[src/rtl/ball_motion.sv]
// ball_motion: per-frame ball trajectory integrator with position history.
// Launch latches a throw velocity; each frame update advances the ball under
// constant gravity with clamping at the right wall, ceiling and ground.
// Ports:
//   clk_i, rst_i       clock, synchronous active-high reset
//   update_i           one-cycle per-frame step pulse
//   launch_i           one-cycle throw / re-arm pulse
//   vel_x_i, vel_y_i   launch speeds (rightward, upward), unsigned
//   trail_idx_i        history entry to read (0 = head)
//   ball_x_o, ball_y_o head position (entry 0)
//   trail_x_o/_y_o     registered read of entry trail_idx_i, (0,0) if out of range
//   in_flight_o        state is FLIGHT
//   landed_o           state is LANDED
module ball_motion #(
  parameter int unsigned X_START   = 20,
  parameter int unsigned Y_GROUND  = 470,
  parameter int unsigned X_MAX     = 630,
  parameter int unsigned GRAVITY   = 1,
  parameter int unsigned TRAIL_LEN = 10
) (
  input  logic       clk_i,
  input  logic       rst_i,
  input  logic       update_i,
  input  logic       launch_i,
  input  logic [9:0] vel_x_i,
  input  logic [9:0] vel_y_i,
  input  logic [3:0] trail_idx_i,
  output logic [9:0] ball_x_o,
  output logic [8:0] ball_y_o,
  output logic [9:0] trail_x_o,
  output logic [8:0] trail_y_o,
  output logic       in_flight_o,
  output logic       landed_o
);

  localparam int unsigned XW  = 10;
  localparam int unsigned YW  = 9;
  localparam int unsigned XNW = 11;
  localparam int unsigned YNW = 12;
  localparam int unsigned VYW = 11;

  localparam logic signed [YNW-1:0] Y_GROUND_S = YNW'(Y_GROUND);

  typedef enum logic [1:0] {
    S_IDLE   = 2'd0,
    S_FLIGHT = 2'd1,
    S_LANDED = 2'd2
  } state_e;

  state_e state_q, state_d;

  logic [XW-1:0]         tx_q [TRAIL_LEN];
  logic [YW-1:0]         ty_q [TRAIL_LEN];
  logic [XW-1:0]         vx_q, vx_d;
  logic signed [VYW-1:0] vy_q, vy_d;
  logic [XW-1:0]         trail_x_q, trail_x_d;
  logic [YW-1:0]         trail_y_q, trail_y_d;

  logic [XW-1:0]         head_x_d;
  logic [YW-1:0]         head_y_d;
  logic                  shift_en;
  logic                  refill;
  logic                  land;

  logic [XNW-1:0]        x_n;
  logic signed [YNW-1:0] y_n;
  logic signed [VYW-1:0] vy_n;
  logic                  hit_wall;
  logic                  hit_ceiling;
  logic                  hit_ground;

  // Candidate next position/velocity for one frame step
  always_comb begin
    x_n         = {1'b0, tx_q[0]} + {1'b0, vx_q};
    y_n         = $signed({3'b000, ty_q[0]}) - $signed({vy_q[VYW-1], vy_q});
    vy_n        = vy_q - VYW'(GRAVITY);
    hit_wall    = (x_n >= XNW'(X_MAX));
    hit_ceiling = (y_n < $signed(YNW'(0)));
    hit_ground  = (y_n >= Y_GROUND_S);
  end

  // Datapath next values: velocity latch, clamped step, trail control
  always_comb begin
    vx_d     = vx_q;
    vy_d     = vy_q;
    head_x_d = tx_q[0];
    head_y_d = ty_q[0];
    shift_en = 1'b0;
    refill   = 1'b0;
    land     = 1'b0;
    case (state_q)
      S_IDLE: begin
        if (launch_i) begin
          vx_d = vel_x_i;
          vy_d = {1'b0, vel_y_i};
        end
      end
      S_FLIGHT: begin
        if (update_i) begin
          shift_en = 1'b1;
          land     = hit_wall | hit_ground;
          head_x_d = hit_wall ? XW'(X_MAX) : x_n[XW-1:0];
          if (hit_ceiling) begin
            // Ceiling kills upward speed; gravity resumes on the next step
            head_y_d = '0;
            vy_d     = '0;
          end else if (hit_ground) begin
            head_y_d = YW'(Y_GROUND);
            vy_d     = vy_n;
          end else begin
            head_y_d = y_n[YW-1:0];
            vy_d     = vy_n;
          end
        end
      end
      S_LANDED: begin
        if (launch_i) begin
          refill = 1'b1;
          vx_d   = '0;
          vy_d   = '0;
        end
      end
      default: ;
    endcase
  end

  // Trail read mux; out-of-range indices read as zero
  always_comb begin
    trail_x_d = '0;
    trail_y_d = '0;
    for (int k = 0; k < TRAIL_LEN; k++) begin
      if (trail_idx_i == 4'(k)) begin
        trail_x_d = tx_q[k];
        trail_y_d = ty_q[k];
      end
    end
  end

  // Datapath registers: trail history, velocities, trail read port
  always_ff @(posedge clk_i) begin
    if (rst_i) begin
      for (int k = 0; k < TRAIL_LEN; k++) begin
        tx_q[k] <= XW'(X_START);
        ty_q[k] <= YW'(Y_GROUND);
      end
      vx_q      <= '0;
      vy_q      <= '0;
      trail_x_q <= '0;
      trail_y_q <= '0;
    end else begin
      if (refill) begin
        for (int k = 0; k < TRAIL_LEN; k++) begin
          tx_q[k] <= XW'(X_START);
          ty_q[k] <= YW'(Y_GROUND);
        end
      end else if (shift_en) begin
        for (int k = TRAIL_LEN - 1; k > 0; k--) begin
          tx_q[k] <= tx_q[k-1];
          ty_q[k] <= ty_q[k-1];
        end
        tx_q[0] <= head_x_d;
        ty_q[0] <= head_y_d;
      end
      vx_q      <= vx_d;
      vy_q      <= vy_d;
      trail_x_q <= trail_x_d;
      trail_y_q <= trail_y_d;
    end
  end

  // State register
  always_ff @(posedge clk_i) begin
    if (rst_i) begin
      state_q <= S_IDLE;
    end else begin
      state_q <= state_d;
    end
  end

  // Next-state logic
  always_comb begin
    state_d = state_q;
    case (state_q)
      S_IDLE:   if (launch_i) state_d = S_FLIGHT;
      S_FLIGHT: if (land)     state_d = S_LANDED;
      S_LANDED: if (launch_i) state_d = S_IDLE;
      default:                state_d = S_IDLE;
    endcase
  end

  // Output decode
  always_comb begin
    in_flight_o = 1'b0;
    landed_o    = 1'b0;
    case (state_q)
      S_FLIGHT: in_flight_o = 1'b1;
      S_LANDED: landed_o    = 1'b1;
      default: ;
    endcase
  end

  assign ball_x_o  = tx_q[0];
  assign ball_y_o  = ty_q[0];
  assign trail_x_o = trail_x_q;
  assign trail_y_o = trail_y_q;

endmodule

[config.mk]
export PLATFORM = sky130hd
export DESIGN_NAME = ball_motion
export DESIGN_NICKNAME = d
export VERILOG_FILES = /design/src/rtl/ball_motion.sv
export SDC_FILE = /design/constraint.sdc
export NUM_CORES = 1
export LEC_CHECK = 0
export CORE_MARGIN = 2
export CORE_UTILIZATION = 45
export DETAILED_ROUTE_END_ITERATION = 8
export HOLD_SLACK_MARGIN = 0.02
export PLACE_DENSITY = 0.6
export SLEW_MARGIN = 20
export SYNTH_ARGS = -nofsm -noshare
export SYNTH_HDL_FRONTEND = slang
export SYNTH_SLANG_ARGS = --single-unit
[constraint.sdc]
create_clock -name clk_i -period 6 [get_ports clk_i]
set_input_delay 0.9 -clock clk_i [delete_from_list [all_inputs] [get_ports clk_i]]
set_output_delay 0.9 -clock clk_i [all_outputs]
set_load 0.01 [all_outputs]
== Word-level counts from Yosys, hierarchy flattened ==
Memory sizes are Yosys's and may differ from the RTL's.
Cells that the tools add are included.
Storage, ports and cells
  register bits: 42
  RAM bits: 190
  input bits: 28
  output and inout port bits: 40
  logic and storage cells: 172
  memories: 2
Operators by class
  add/sub/neg operators: 3
  order comparisons: 3
  equal/unequal tests: 15
  muxes and demuxes: 96
  bitwise gates (word level): 41
  reductions and logical operators: 7
Memory list
  tx_q: words 10, width 10, read ports 10, clocked after memory_dff 0, wr ports 10, RTL line 52  | logic [XW-1:0] tx_q [TRAIL_LEN];
  ty_q: words 10, width 9, read ports 10, clocked after memory_dff 0, wr ports 10, RTL line 53  | logic [YW-1:0] ty_q [TRAIL_LEN];
Operators by type and width (number)
  two-way mux 10 bit: 35
  two-way mux 9 bit: 34
  two-way mux 11 bit: 4
  OR 1 bit: 41
  one-hot mux 11 bit (3 select lines): 1
  one-hot mux 10 bit (2 select lines): 1
  two-way mux 1 bit: 17
  equality test 4 x 3 -> 1 bit, second input constant: 4
  greater-or-equal comparator 12 x 10 -> 1 bit, second input constant: 1
  less-than comparator 12 x 1 -> 1 bit, second input constant: 1
  subtractor 10 x 11 -> 12 bit: 1
  adder 10 x 10 -> 11 bit: 1
  greater-or-equal comparator 11 x 10 -> 1 bit, second input constant: 1
  subtractor 11 x 1 -> 11 bit, second input constant: 1
  equality test 4 x 2 -> 1 bit, second input constant: 2
  equality test 4 bit, second input constant: 2
  != test 2 bit, second input constant: 4
  two-way mux 2 bit: 3
  one-hot mux 2 bit (3 select lines): 1
  AND reduction 3 bit: 2
  equality test 4 x 1 -> 1 bit, second input constant: 1
  zero test 4 bit: 1
  AND reduction 4 bit: 1
  nonzero test 3 bit: 1
  4 further kinds: 4

== Depth between registers and ports, before layout ==
Gate-level depths: netlist of the first run.
  depth in word-level cells: 11
  mapped depth: 12
  mapped depth without buffers: 12

== Worst setup path before layout of the first run ==
No wires, ideal clock.
  path kind: input to register
  from: input rst_i
  to: memory tx_q[1][0] (netlist: tx_q[0][10]), enable pin
  setup time: 1.273 ns
  arrival time: 3.804 ns
  data required time: 4.727 ns
  slack: 0.924 ns
  stages on the path: 3
  path buffers: 1
  path through: clkbuf_1 -> a21oi_1 -> nand2_1
RTL lines
  start: declaration: RTL line 22  | input logic rst_i,
  end: declaration: RTL line 52

== Final worst setup path of the first run ==
  from: input trail_idx_i[0]
  to: register trail_x_q[8] (netlist: trail_x_o[8])
On the way
  cells in the longest elaborated chain, start to end: 11
  elaborated cells between the ends (all ways): 20
  those cells by class: 9 x eq/ne; 10 x mux; 1 x reduce/logical
RTL lines
  start: declaration: RTL line 27  | input logic [3:0] trail_idx_i,
  zero test 4 bit: RTL line 132  | if (trail_idx_i == 4'(k)) begin
  two-way mux 10 bit (9 in a row): RTL line 132
  two-way mux 10 bit (*): RTL line 132
  end signal: assignment: RTL line 166  | trail_x_q <= trail_x_d;
  end: declaration: RTL line 56  | logic [XW-1:0] trail_x_q, trail_x_d;
Mark *: on every way between the ends. The rest lies on a longest branch, timed or not.
A chain may end at the register's enable or synchronous reset.

==> summary.md, run 1 <==
| Metric | Value |
|---|---|
| End-of-flow core utilization | around 53% |
| Pwr dens | approximately 390 nW/um2 |
| DR pass1 iterations | 6 |
| Clock latency on the worst-skew pair | 0.52 ns |
| Largest stage delay on the critical path | approximately 0.8 ns |
| Switching power | approximately 1.5 mW |
| Routed Wire Length | between 20,000 and 25,000 um |
| Worst path arrival time | between 3 and 4 ns |
| Die ar. | between 20,000 and 30,000 um2 |
| Crit path capture type | flip-flop |
| Via count | 7,254 |
| Num rows | 57 |
| All-Layer GR Usage | a little under a fifth |
| Die W | roughly 160 um |
| Worst EP required | around 6.4 ns |
| Port Buffers | 67 |
| # IOs | 68 |
| RSZ-0062 raised after global routing | no |
| Pleak | between 4 and 5 nW |
| Max H-tree Level | 1 |
| Crit path cell chain | clkdlybuf4s50_1 > nand2b_1 > nor3_4 > a222oi_1 > nand3_1 > o21ai_0 > nand3_1 > o21ai_0 > a21oi_1 |
| Final-stage net count | around 1,000 |
| Clock transition at path regs | about 0.06 ns |
| Area growth from synthesis to layout | 15.5% |
| WS Path Type | in2reg |
| Dpl ws | ~2.3 ns |
| Slowest cell on crit path | clkdlybuf4s50_1 |
| Final Hold Viols | 0 |
| First-pass GRT wire length | 38,200 um |
| Final setup TNS | 0 ns |
| Clk_skew | a little under 0.01 ns |
| Hpwl dp | about 15,000 um |
| Max-slew headroom | around 36% |
| Hold path depth | 2 |
| Resize count post-CTS | 0 |
| EDFF count, synth | 190 |
| Period minus WS final | 3.21 ns |
| Post-route cell area | around 13,000 um2 |
| Synthesized instance count | between 900 and 1,000 |
| Max-cap violations | 0 |
| DRT iter0 DRCs | ~660 |
| Post-CTS Setup Inserts | 0 |
| Mapped Nets | between 900 and 1,000 |
| Status | complete, no violations |
| Clock sink count | between 200 and 250 |
| Average instance area after synthesis | approximately 12 um2 |
| Initial Util | 45.6% |
| Count of final setup violators | 0 |
| Clock root buffer | clkbuf_16 |
| # DRC | 0 |
| Hold buffers post-CTS | 0 |
| Fill cell count | 2,090 |
| Max Clock Freq | between 0.3 and 0.4 GHz |
| Remaining antenna violation count | 0 |
| Largest net degree at the start of global routing | approximately 150 |
| WL per Instance | between 15 and 20 um |
| Final RePlAce weighted congestion | approximately 0.80 |
| Slew Limit Fails | 0 |
| Total CTS buffers | 26 |
| Comb pwr share | 25.0% |
| N_diodes | 0 |
| Ys Warns | 0 |
| Core area | ~24,000 um2 |
| Final period util | 53.5% |
| Cell Area, Placed | roughly 12,000 um2 |
| Worst Setup Start Kind | primary input |
| Register area share after synthesis | about 59% |
| Sw Share | 30.7% |
| Yosys reg bits | between 200 and 250 |
| Top_reg_cell synth | edfxtp_1 |
| Asr flop ratio synth | 0% |
| Clock power frac | between 30% and 40% |
| Post-DR vias/cell | 5.49 |
| Layout cell share with drive strength beyond 1 | under 10% |
| Mapped Area | 11,000 um2 |
| Die H | 160 um |
| Int Power | ~3.4 mW |
| VDD IR max | 199 uV |
| Unique masters post-synth | 66 |
| Tightest Pin Transition | ~0.96 ns |
| Max clock buf depth | 3 |
| Max Fanout on Critical Path | 19 |
| PnR worst setup slack | 2.79 ns |
| Hold Path Class | reg2reg |
| CTS tree | yes |
| Sequential power share | a little over two fifths |
| R2R depth | 9 |
| Antenna violations before repair | 0 |
| GRT overflow | 0 |
| Number of global-route vias before repair | approximately 7,000 |
| Reg area | roughly 6500 um2 |
| Combined area of the multi-input logic cells | between 4000 and 5000 um2 |
==> placed cells by master, fill, tap and decap left out, types with 3 or more instances in the layout <==
cell,instances
o21ai_1,6
o21a_1,4
nand3_1,37
clkbuf_8,4
and3_1,7
nor3b_1,10
o22ai_1,4
ha_1,24
a222oi_1,23
xnor2_1,9
a21o_1,4
a22oi_1,37
nor2_2,3
nor4_1,3
buf_4,10
nor3_1,7
nand2b_1,78
and2_1,101
clkinv_2,3
a21oi_2,3
inv_1,27
a221oi_1,4
a21oi_1,45
dfxtp_1,42
clkdlybuf4s50_1,67
clkbuf_1,8
nor3_4,3
o221ai_1,5
clkbuf_16,27
nor2b_1,6
nor2_1,41
nand2_1,40
o21ai_0,54
clkinv_1,3
xor2_1,8
edfxtp_1,190
==> critical path, delay by kind of cell <==
kind	cells	cell delay, ns
AO/OA/AOI/OAI	4	0.67
buffers and inverters	1	0.78
AND/OR/NAND/NOR	4	1.26
==> stage by stage <==
step                std cells  hold WS, ns  power [mW]
floorplan                 944        0.461        3.10
detailed placement       1273        0.489        3.41
global route             1321        0.519        5.21
global placement         1273        0.473        3.40
CTS                      1321        0.499        4.97
finish                   1321        0.496        4.92
==> flip-flops by register name, indices dropped and copies added (netlist names) <==
signal	cells
trail_y_o	9
state_q	2
tx_q	100
vx_q	10
trail_x_o	10
ty_q	90
vy_q	11
==> cells by family after synthesis <==
| family | after synthesis | synth area share (%) |
|---|---|---|
| AO/OA/AOI/OAI | 214 | 13.6 |
| AND/OR/NAND/NOR | 353 | 18.1 |
| XOR/XNOR | 17 | 1.35 |
| adder cells (fa/ha/maj) | 26 | 3.09 |
| multiplexers | 2 | 0.182 |
| flip-flops | 232 | 59.4 |
| buffers and inverters | 100 | 4.25 |
==> cell type report <==
| class | instances | share of cell area [%] |
|---|---|---|
| sequential | 232 | 51.5 |
| timing repair buffer | 78 | 6.02 |
| tap | 324 | 3.19 |
| multi-input combinational | 612 | 32.0 |
| inverter | 27 | 0.797 |
| clock inverter | 9 | 0.561 |
| clock buffer | 39 | 5.98 |
==> Yosys cell counts (3+ instances only) <==
| master | number | area share, % |
|---|---|---|
| nor4_1 | 3 | 0.17 |
| nand2_1 | 41 | 1.4 |
| nor2b_1 | 7 | 0.40 |
| buf_2 | 5 | 0.23 |
| dfxtp_1 | 42 | 7.6 |
| nor2_1 | 43 | 1.5 |
| o21ai_0 | 55 | 2.5 |
| ha_1 | 24 | 2.7 |
| o22ai_1 | 4 | 0.23 |
| a221oi_1 | 4 | 0.32 |
| o221ai_1 | 5 | 0.40 |
| inv_1 | 27 | 0.92 |
| nand2b_1 | 79 | 4.5 |
| a21oi_1 | 45 | 2.0 |
| xnor2_1 | 9 | 0.72 |
| a21oi_2 | 3 | 0.24 |
| xor2_1 | 8 | 0.64 |
| buf_4 | 21 | 1.4 |
| nor3_1 | 9 | 0.41 |
| o21ai_1 | 5 | 0.23 |
| edfxtp_1 | 190 | 52 |
| clkbuf_1 | 46 | 1.6 |
| nor3b_1 | 10 | 0.68 |
| a21o_1 | 4 | 0.27 |
| a222oi_1 | 23 | 2.1 |
| a22oi_1 | 37 | 2.5 |
| o21a_1 | 4 | 0.27 |
| and3_1 | 7 | 0.40 |
| and2_1 | 101 | 5.7 |
| nand3_1 | 37 | 1.7 |
==> power by group through the flow <==
stage | clock (mW) | sequential, mW | combinational [mW]
2_1_floorplan | 0 | 2.16 | 0.946
3_3_place_gp | 0 | 2.18 | 1.22
5_1_grt | 1.63 | 2.18 | 1.39
4_1_cts | 1.58 | 2.15 | 1.24
6_report | 1.54 | 2.15 | 1.23
3_5_place_dp | 0 | 2.18 | 1.23
==> routing by layer <==
layer / vias up / share of wire, % / global-route usage, %
li1: 3526 / - / -
met1: 3496 / 49 / 27.5
met2: 203 / 44 / 27.9
met3: 29 / 5.3 / 2.56
met4: 0 / 1.6 / 4.59
met5: - / 0 / 0
==> final timing paths <==
path                                   to  slack (ns)                startpoint
hold reg to reg      vx_q[2]$_SDFFE_PP0P_        0.50      vx_q[2]$_SDFFE_PP0P_
setup reg to reg     vy_q[5]$_SDFFE_PP0P_        2.83  ty_q[0][6]$_SDFFCE_PN1P_
hold / removal       vx_q[2]$_SDFFE_PP0P_        0.50      vx_q[2]$_SDFFE_PP0P_
setup / recovery  trail_x_o[8]$_SDFF_PP0_        2.79            trail_idx_i[0]
Power figures use the tool's default switching activity.
==> run 2: changes to the inputs <==
--- a/config.mk
+++ b/config.mk
@@ -9,7 +9,7 @@
 export CORE_UTILIZATION = 45
 export DETAILED_ROUTE_END_ITERATION = 8
 export HOLD_SLACK_MARGIN = 0.02
-export PLACE_DENSITY = 0.6
+export PLACE_DENSITY = 0.63
 export SLEW_MARGIN = 20
 export SYNTH_ARGS = -nofsm -noshare
 export SYNTH_HDL_FRONTEND = slang
==> constraint.sdc (replaced) <==
create_clock -name clk_i -period 2.6 [get_ports clk_i]
set_input_delay 0.39 -clock clk_i [delete_from_list [all_inputs] [get_ports clk_i]]
set_output_delay 0.39 -clock clk_i [all_outputs]
set_load 0.01 [all_outputs]
==> run 2 against run 1 <==
The run now ends with negative setup slack left. Die area stayed put. Clock skew increased by 0.0020 ns. Cell count up 7.8%. Count of clock-buffer cells in the layout decreased by 7. Sequential power rose by 130%. Critical path type is now reg2reg. Largest cell class unchanged. Highest routed layer unchanged.
==> summary.md, run 2 (synthesis results as in run 1) <==
| Metric | Value |
|---|---|
| FF-to-FF End | state_q[1]$_SDFFE_PP0P_ |
| # IOs | 68 (unchanged) |
| Pleak | 4.93 nW (+15%) |
| Sequential power share | 38.8% (-4.9 points) |
| WS Path Type | reg2reg |
| GRT overflow | 0 (unchanged) |
| Max-slew headroom | 49.4% (+13 points) |
| WL per Instance | 17.4 um (-1.8%) |
| Slowest cell on crit path | or4b_4 |
| Die ar. | 25,700 um2 (unchanged) |
| Commonest non-fill, non-tap cell in the layout | edfxtp_1 |
| Worst EP required | 3.02 ns (-3.41 ns) |
| Max Used Layer | met4 |
| N_diodes | 0 (unchanged) |
| Clock power frac | 29.6% (-1.6 points) |
| End-of-flow core utilization | 58.0% (+5.4 points) |
| Final Non-Filler Cells | 1,424 (+7.8%) |
| Routed metal-1 wirelength | 11,800 um (+3.3%) |
| Fill cell count | 1,928 (-7.8%) |
| Num rows | 57 (unchanged) |
| Max Clock Freq | roughly 0.34 GHz |
| DR pass1 iterations | 6 (unchanged) |
| Post-DR vias/cell | 5.38 (-2.1%) |
| Most flops, register | tx_q |
| Pwr dens | 903 nW/um2 (+130%) |
| Reg area | 6550 um2 (unchanged) |
| R2R depth | 13 (+4) |
| Max-cap violations | 0 (unchanged) |
| Clock latency on the worst-skew pair | 0.53 ns (about the same) |
| Crit path capture type | flip-flop |
| Initial Util | 45.6% (unchanged) |
| Slew Limit Fails | 0 (unchanged) |
| VDD IR max | 556 uV (+180%) |
| Met3 Wirelength | 1370 um (+12%) |
| Max Fanout on Critical Path | 2 (-17) |
| Max reg flops | 100 (unchanged) |
| Area growth from synthesis to layout | 27.3% |
| PnR worst setup slack | -0.365 ns (-3.16 ns) |
| Total CTS buffers | 26 (unchanged) |
| Antenna violations before repair | 0 (unchanged) |
| Port Buffers | 67 (unchanged) |
| Final Hold Viols | 0 (unchanged) |
| Worst path arrival time | 3.38 ns (-0.26 ns) |
| Placed Cells | 1,349 (+6.0%) |
| CP dominant cell by count | inv_2 |
| Commonest cells after routing, fill and taps aside | edfxtp_1, and2_1, buf_4, nand2b_1, clkdlybuf4s50_1 |
| Final period util | 114% |
| Violated checks | negative setup slack |
| End point of the critical path | state_q[1]$_SDFFE_PP0P_ |
| Routed length on met2 | 10,900 um (+5.6%) |
| Die W | 160 um (unchanged) |
| Remaining antenna violation count | 0 (unchanged) |
| Max H-tree Level | 1 (unchanged) |
| Period minus WS final | ~3 ns |
| Hold Path Class | reg2reg |
| Final setup TNS | -3.06 ns (-3.06 ns) |
| Die H | 160 um (unchanged) |
| Max clock buf depth | 3 (unchanged) |
| Clk_skew | 0.0118 ns (+0.00199 ns) |
| # DRC | 0 (unchanged) |
| Switching power | 3.91 mW (+160%) |
| Comb pwr share | 31.6% (+6.6 points) |
| Clock root buffer | clkbuf_16 |
| Core area | 24,200 um2 (unchanged) |
| Cell Area, Placed | 12,600 um2 (+6.1%) |
| Largest stage delay on the critical path | 0.48 ns (-0.30 ns) |
| Largest net degree at the start of global routing | 58 (-61%) |
| All-Layer GR Usage | 18.9% (+0.63 points) |
| Post-route cell area | 14,000 um2 (+10%) |
| Combined area of the multi-input logic cells | 4370 um2 (+7.5%) |
| Clock sink count | 232 (unchanged) |
| Final RePlAce weighted congestion | 0.827 (+3.7%) |
| Hpwl dp | 16,200 um (+11%) |
| Count of final setup violators | 13 (+13) |
| Layout cell share with drive strength beyond 1 | 21.1% (+14 points) |
| DRT iter0 DRCs | 688 (+4.9%) |
| Worst Setup Start Kind | flip-flop |
| Int Power | 8.75 mW (+160%) |
| Critical path launch point | ty_q[0][0]$_SDFFCE_PP0P_ |
| Tightest Pin Transition | 0.757 ns (-0.198 ns) |
| Number of global-route vias before repair | 7,328 (+4.2%) |
| Crit path cell chain | inv_2 > ha_4 > inv_2 > fa_2 > buf_4 > xor2_2 > nand2_1 > or4b_4 > a32oi_4 > a2111oi_4 > nor2_2 > a311oi_2 > o221a_1 |
| RSZ-0062 raised after global routing | yes |
| Status | finished with violations |
| Worst r2r src | ty_q[0][0]$_SDFFCE_PP0P_ |
| Via count | 7,654 (+5.5%) |
| CTS tree | yes |
| Sw Share | 30.9% (+0.14 points) |
| Biggest regs | tx_q (100), ty_q (90), vy_q (11) |
| Dpl ws | -0.285 ns (-2.54 ns) |
| Clock transition at path regs | 0.06 ns (about the same) |
| Setup slack, reg-to-reg | -0.36 ns (-3.19 ns) |
| First-pass GRT wire length | 39,400 um (+3.2%) |
| Hold buffers post-CTS | 0 (unchanged) |
| Routed Wire Length | 24,700 um (+5.9%) |
| Final-stage net count | 1,136 (+10%) |
==> run 2: cell types whose count changed in the layout (fill, tap and decap cells not counted), moves of 7 or more <==
cell,delta
buf_12,+10
a21oi_1,-9
a21oi_2,+7
buf_6,+10
clkbuf_1,-7
buf_4,+85
==> run 2: how the worst min path moves through the flow <==
stage	start	endpoint	slack (ns)	depth (start not counted)
CTS	state_q[0]$_SDFFE_PP0P_	state_q[0]$_SDFFE_PP0P_	0.50	2
global route	state_q[0]$_SDFFE_PP0P_	state_q[0]$_SDFFE_PP0P_	0.53	2
global placement	vx_q[8]$_SDFFE_PP0P_	vx_q[8]$_SDFFE_PP0P_	0.47	2
finish	vx_q[6]$_SDFFE_PP0P_	vx_q[6]$_SDFFE_PP0P_	0.50	2
floorplan	vx_q[0]$_SDFFE_PP0P_	vx_q[0]$_SDFFE_PP0P_	0.46	2
detailed placement	vx_q[6]$_SDFFE_PP0P_	vx_q[6]$_SDFFE_PP0P_	0.49	2
==> run 2: power groups by stage <==
stage | combinational [mW] | sequential, mW | clock, mW
2_1_floorplan | 2.23 | 4.92 | 0
3_3_place_gp | 3.36 | 4.96 | 0
3_5_place_dp | 3.40 | 4.97 | 0
4_1_cts | 3.60 | 4.90 | 3.81
5_1_grt | 4.38 | 4.97 | 3.96
6_report | 4.00 | 4.91 | 3.75
==> run 2: worst max-delay path: cells and delay by family (launching register included) <==
kind	cells	cell delay, ns
buffers and inverters	3	0.31
AOI/OAI and AO/OA	4	0.75
and+or+nand+nor	3	0.75
adders and majority gates	2	0.48
DFF	1	0.43
xor gates and xnor gates	1	0.14
==> run 2: per-stage QoR <==
stage                     hold slack (ns)  power [mW]
after floorplan                     0.461        7.16
after global placement              0.474        8.32
after detailed placement            0.489        8.37
after CTS                           0.501        12.3
after global routing                0.528        13.3
final                               0.498        12.7
==> run 2: layer usage <==
| metal | track usage, % | up-vias |
|---|---|---|
| met5 | 0 | - |
| met2 | 28.3 | 206 |
| met4 | 5.32 | 0 |
| li1 | - | 3742 |
| met3 | 2.97 | 44 |
| met1 | 28.5 | 3662 |
==> run 2: timing repair <==
| action | CTS | global route |
|---|---|---|
| pin swaps | 8 | 27 |
| setup endpoints to repair | 23 | 31 |
| buffers inserted | 21 | 8 |
| resized for setup | 21 | 46 |
==> run 2: cell type report <==
type | instances | area share (%)
Sequential cell | 232 | 46.7
Multi-Input combinational cell | 612 | 31.2
Timing Repair Buffer | 183 | 12.2
Clock buffer | 32 | 5.24
Tap cell | 324 | 2.89
Clock inverter | 14 | 1.05
Inverter | 27 | 0.723
